==> src/rtl/spi_receiver.sv <==
// SPI peripheral-side deserializer: oversamples spi_clk/chip_select/serial_in on clock and rebuilds WIDTH-bit words.
// Optional macro SPI_RX_LSB_FIRST_EN selects LSB-first assembly (default MSB-first).
module spi_receiver #(
  parameter int WIDTH = 8
) (
  input  logic             clock,
  input  logic             reset,
  input  logic             spi_clk,
  input  logic             chip_select,
  input  logic             serial_in,
  output logic [WIDTH-1:0] data_out,
  output logic             done_process,
  output logic             frame_error,
  output logic             busy
);
  localparam int CW = $clog2(WIDTH);
  localparam logic [CW-1:0] LAST = CW'(WIDTH - 1);

  typedef enum logic {IDLE, SHIFT} state_t;

  state_t           r_state, w_state_nxt;
  logic [1:0]       r_sclk_sync, r_cs_sync, r_sin_sync;
  logic             r_sclk_d;
  logic [CW-1:0]    r_bit_cnt, w_cnt_nxt;
  logic [WIDTH-1:0] r_shift, w_shift_nxt, w_shifted;
  logic [WIDTH-1:0] r_data, w_data_nxt;
  logic             r_done, w_done_nxt;
  logic             r_err, w_err_nxt;
  logic             w_sclk_s, w_cs_s, w_sin_s, w_rise;

  // All three inputs use identical chains so data stays aligned with the clock edge.
  always_ff @(posedge clock or negedge reset) begin
    if (!reset) begin
      r_sclk_sync <= 2'b00;
      r_cs_sync   <= 2'b11;
      r_sin_sync  <= 2'b00;
      r_sclk_d    <= 1'b0;
    end else begin
      r_sclk_sync <= {r_sclk_sync[0], spi_clk};
      r_cs_sync   <= {r_cs_sync[0], chip_select};
      r_sin_sync  <= {r_sin_sync[0], serial_in};
      r_sclk_d    <= r_sclk_sync[1];
    end
  end

  assign w_sclk_s = r_sclk_sync[1];
  assign w_cs_s   = r_cs_sync[1];
  assign w_sin_s  = r_sin_sync[1];
  assign w_rise   = w_sclk_s & ~r_sclk_d;

`ifdef SPI_RX_LSB_FIRST_EN
  assign w_shifted = {w_sin_s, r_shift[WIDTH-1:1]};
`else
  assign w_shifted = {r_shift[WIDTH-2:0], w_sin_s};
`endif

  always_ff @(posedge clock or negedge reset) begin
    if (!reset) r_state <= IDLE;
    else        r_state <= w_state_nxt;
  end

  always_comb begin
    w_state_nxt = r_state;
    w_cnt_nxt   = r_bit_cnt;
    w_shift_nxt = r_shift;
    w_data_nxt  = r_data;
    w_done_nxt  = 1'b0;
    w_err_nxt   = 1'b0;
    case (r_state)
      IDLE: begin
        if (!w_cs_s) begin
          w_state_nxt = SHIFT;
          w_cnt_nxt   = '0;
        end
      end
      SHIFT: begin
        // Chip-select release takes priority over a coincident edge.
        if (w_cs_s) begin
          w_state_nxt = IDLE;
          w_err_nxt   = (r_bit_cnt != '0);
          w_cnt_nxt   = '0;
        end else if (w_rise) begin
          w_shift_nxt = w_shifted;
          if (r_bit_cnt == LAST) begin
            w_data_nxt = w_shifted;
            w_done_nxt = 1'b1;
            w_cnt_nxt  = '0;
          end else begin
            w_cnt_nxt = r_bit_cnt + 1'b1;
          end
        end
      end
      default: w_state_nxt = IDLE;
    endcase
  end

  always_ff @(posedge clock or negedge reset) begin
    if (!reset) begin
      r_bit_cnt <= '0;
      r_shift   <= '0;
      r_data    <= '0;
      r_done    <= 1'b0;
      r_err     <= 1'b0;
    end else begin
      r_bit_cnt <= w_cnt_nxt;
      r_shift   <= w_shift_nxt;
      r_data    <= w_data_nxt;
      r_done    <= w_done_nxt;
      r_err     <= w_err_nxt;
    end
  end

  assign data_out     = r_data;
  assign done_process = r_done;
  assign frame_error  = r_err;
  assign busy         = (r_state == SHIFT);
endmodule

==> config.mk <==
export PLATFORM = sky130hd
export DESIGN_NAME = spi_receiver
export DESIGN_NICKNAME = d
export VERILOG_FILES = /design/src/rtl/spi_receiver.sv
export SDC_FILE = /design/constraint.sdc
export NUM_CORES = 1
export LEC_CHECK = 0
export CAP_MARGIN = 15
export CELL_PAD_IN_SITES_DETAIL_PLACEMENT = 1
export CELL_PAD_IN_SITES_GLOBAL_PLACEMENT = 2
export CORE_AREA = 3 3 65 67
export DETAILED_ROUTE_END_ITERATION = 10
export DIE_AREA = 0 0 68 70
export HOLD_SLACK_MARGIN = 0.08
export PLACE_DENSITY = 0.69
export SLEW_MARGIN = 20
export SYNTH_ARGS = -nofsm -noshare
export SYNTH_HDL_FRONTEND = slang
export SYNTH_SLANG_ARGS = --single-unit
==> constraint.sdc <==
create_clock -name clock -period 1.7 [get_ports clock]
set_input_delay 0.17 -clock clock [delete_from_list [all_inputs] [get_ports clock]]
set_output_delay 0.17 -clock clock [all_outputs]
set_load 0.005 [all_outputs]
==> impl_metrics.tcl, run 1 <==
set metrics [dict create \
    vdd_drop_max_uv 340 \
    synth_area_per_cell_um2 15.8 \
    start_util_pct 29.5 \
    clk_path_buf_depth 2 \
    drt_wl_total_mm 1.88 \
    drt_iter0_drc 2 \
    setup_tns_ns 0 \
    setup_viol 0 \
    cts_sinks 28 \
    max_freq_mhz 649 \
    synth.distinct_cells 16 \
    max_slew.worst_pin.slew_ns 0.488 \
    cp.arrival_ns 1.70 \
    drc 0 \
    rr_startpoint "r_sclk_d" \
    die_h_um 70 \
    core_um2 3690 \
    die_x_um 68 \
    stdcell_count 136 \
    final_nets 97 \
    antenna_found_initial 0 \
    synthesis.area_um2 1090 \
    detail_route.wl_per_cell_um 13.8 \
    num_rows 22 \
    hp-class "primary input to async pin" \
    area_growth_syn_to_layout_pct 24.0 \
    cts_hold_buffers 0 \
    grt_pass1_vias 659 \
    numCtsBuffers 3 \
    clk_pin_slew_ns 0.09 \
    maxSlewHeadroom_pct 67.5 \
    p_leak_nw 0.654 \
    synth-edff-count 0 \
    syn_nets 77 \
    cts_resized 0 \
    antenna_cells 0 \
    ys_async_sr_fraction_pct 100 \
    path_class "register to register" \
    pin_count 16 \
    maxSlewViolCount 0 \
    p_per_area_nw_per_um2 936 \
    place_ws_ns 0.162 \
    start_kind "register" \
    cts_htree_levels 1 \
    fin_worst_skew_ns 0.00113 \
    drive_gt1_share_pct 27.3 \
    synth.most_common_cell "dfrtp_1" \
    fin_ws_ns 0.159 \
    synthTopCellsByCount "dfrtp_1 (26), mux2_4 (8), mux2_2 (7), inv_1 (5), nand2_1 (5)" \
    yosysTopAreaCell "dfrtp_1" \
    synthCells 69 \
    die_area_um2 4760 \
    utilization_pct 36.6 \
    clock_latency_ns 0.27 \
    grt_pass1_wl_mm 3.29 \
    end_kind "register" \
    synth_ff_type "dfrtp_1" \
    fin_crit_sh_pct 90.7 \
    grt_usage_pct 9.21 \
    status "completed" \
    port_buffers 15 \
    cp_max_fo 9 \
    place_congestion 0.699 \
    num_vias 565 \
    rsz0062_at_grt "false" \
    first_pass_iters 2 \
    synth.area.top_cells "dfrtp_1 (60%), mux2_4 (11%), mux2_2 (7.2%)" \
    required_ns 1.86 \
    period_needed_ns 1.54 \
    synth_seq_cells 28 \
    cts_setup_buffers 0 \
    grt-ovfl-total 0 \
    yosysTopAreaCellShare_pct 59.7 \
    dpl.hpwl_mm 1.38 \
    yosysWarnings 0 \
    grt_max_degree 29 \
    cap_violations 0 \
    postRouteAntennaNets 0 \
    root_buffer "clkbuf_8" \
    cts_tree "built" \
    ys_seq_area_share_pct 64.5 \
    worstSetupStartpoint "r_sclk_d" \
    vias_per_cell 4.15 \
    finalHoldViolCount 0 \
    placed_cells 132 \
]
[layer usage]
metal / up-vias / routed length, um / share of wire, % / track usage [%]
met5: - / 0 / 0 / 0
met4: 0 / 33 / 1.8 / 4.64
met3: 4 / 72 / 3.8 / 2.25
met2: 11 / 949 / 51 / 13.9
met1: 282 / 819 / 44 / 12.0
li1: 268 / - / - / -
[where the power goes]
| group | switching (mW) | internal [mW] | leakage [nW] | total [mW] |
|---|---|---|---|---|
| Clock | 0.193 | 0.207 | 0.0288 | 0.400 |
| Combinational | 0.0372 | 0.0560 | 0.262 | 0.0932 |
| Sequential | 0.0477 | 0.724 | 0.363 | 0.772 |
| Total | 0.278 | 0.987 | 0.654 | 1.27 |
[sequential cells by signal (all words and copies together), names as in the netlist]
| register | count |
|---|---|
| busy | 1 |
| data_out | 8 |
| r_cs_sync | 2 |
| r_sclk_sync | 2 |
| r_bit_cnt | 3 |
| done_process | 1 |
| r_shift | 7 |
| frame_error | 1 |
| r_sin_sync | 2 |
| r_sclk_d | 1 |
[critical path, stage by stage, from the launching register on]
cell	delay, ns
dfrtp_1	0.38
and4bb_1	0.58
nand2_8	0.14
mux2_4	0.33
[final cells by class]
class	instances	area, um2
Clock buffer	4	55.1
Fill cell	407	2340
Timing Repair Buffer	16	158
Inverter	5	18.8
Tap cell	48	60.1
Multi-Input combinational cell	35	357
Sequential cell	28	703
[kinds of logic (layout without fill, tap and decap cells)]
family	Yosys count	in the layout	synth area share [%]
flip-flops	28	28	64.5
AO/OA/AOI/OAI	4	4	1.84
AND/OR/NAND/NOR	10	10	6.43
buffers and inverters	6	25	2.76
adder cells (fa/ha/maj)	3	3	3.44
multiplexers	18	18	21.0
[cell usage in the layout, fill, tap and decap left out, drive strengths merged]
cell type       n
dfrtp          26
a21oi           1
nand2b          1
buf             1
and4bb          1
dfstp           2
nor2            1
mux2i           3
clkdlybuf4s50  15
and2b           1
ha              3
inv             5
o21ai           3
mux2           15
clkbuf          4
nand2           6
[path summary, 6_finish.rpt]
path | slack, ns | depth (start not counted) | to
worst max-delay path | 0.16 | 3 | data_out[1]
worst min-delay path | 0.27 | 2 | data_out[3]
worst max register to register | 0.16 | 3 | data_out[1]
worst min register to register | 0.36 | 0 | r_sclk_sync[1]
max in group asynchronous | 1.13 | 2 | r_cs_sync[1]
min in group clock | 0.31 | 1 | r_cs_sync[0]
[stage by stage]
step	cell area (um2)	power (mW)	hold slack, ns
floorplan	1090	0.824	-0.126
global placement	1300	0.874	0.338
detailed placement	1300	0.885	0.346
CTS	1350	1.29	0.278
global route	1350	1.34	0.298
finish	1350	1.27	0.266
Note: power is estimated with default switching activity, not from simulation.
==> inputs of run 2 (changes only) <==
--- a/config.mk
+++ b/config.mk
@@ -5,7 +5,7 @@
 export SDC_FILE = /design/constraint.sdc
 export NUM_CORES = 1
 export LEC_CHECK = 0
-export CAP_MARGIN = 15
+export CAP_MARGIN = 20
 export CELL_PAD_IN_SITES_DETAIL_PLACEMENT = 1
 export CELL_PAD_IN_SITES_GLOBAL_PLACEMENT = 2
 export CORE_AREA = 3 3 65 67
@@ -13,7 +13,7 @@
 export DIE_AREA = 0 0 68 70
 export HOLD_SLACK_MARGIN = 0.08
 export PLACE_DENSITY = 0.69
-export SLEW_MARGIN = 20
 export SYNTH_ARGS = -nofsm -noshare
 export SYNTH_HDL_FRONTEND = slang
 export SYNTH_SLANG_ARGS = --single-unit
+export TNS_END_PERCENT = 1
==> results of run 2 <==
The final DEF is identical to that of run 1; final timing and power are the same.
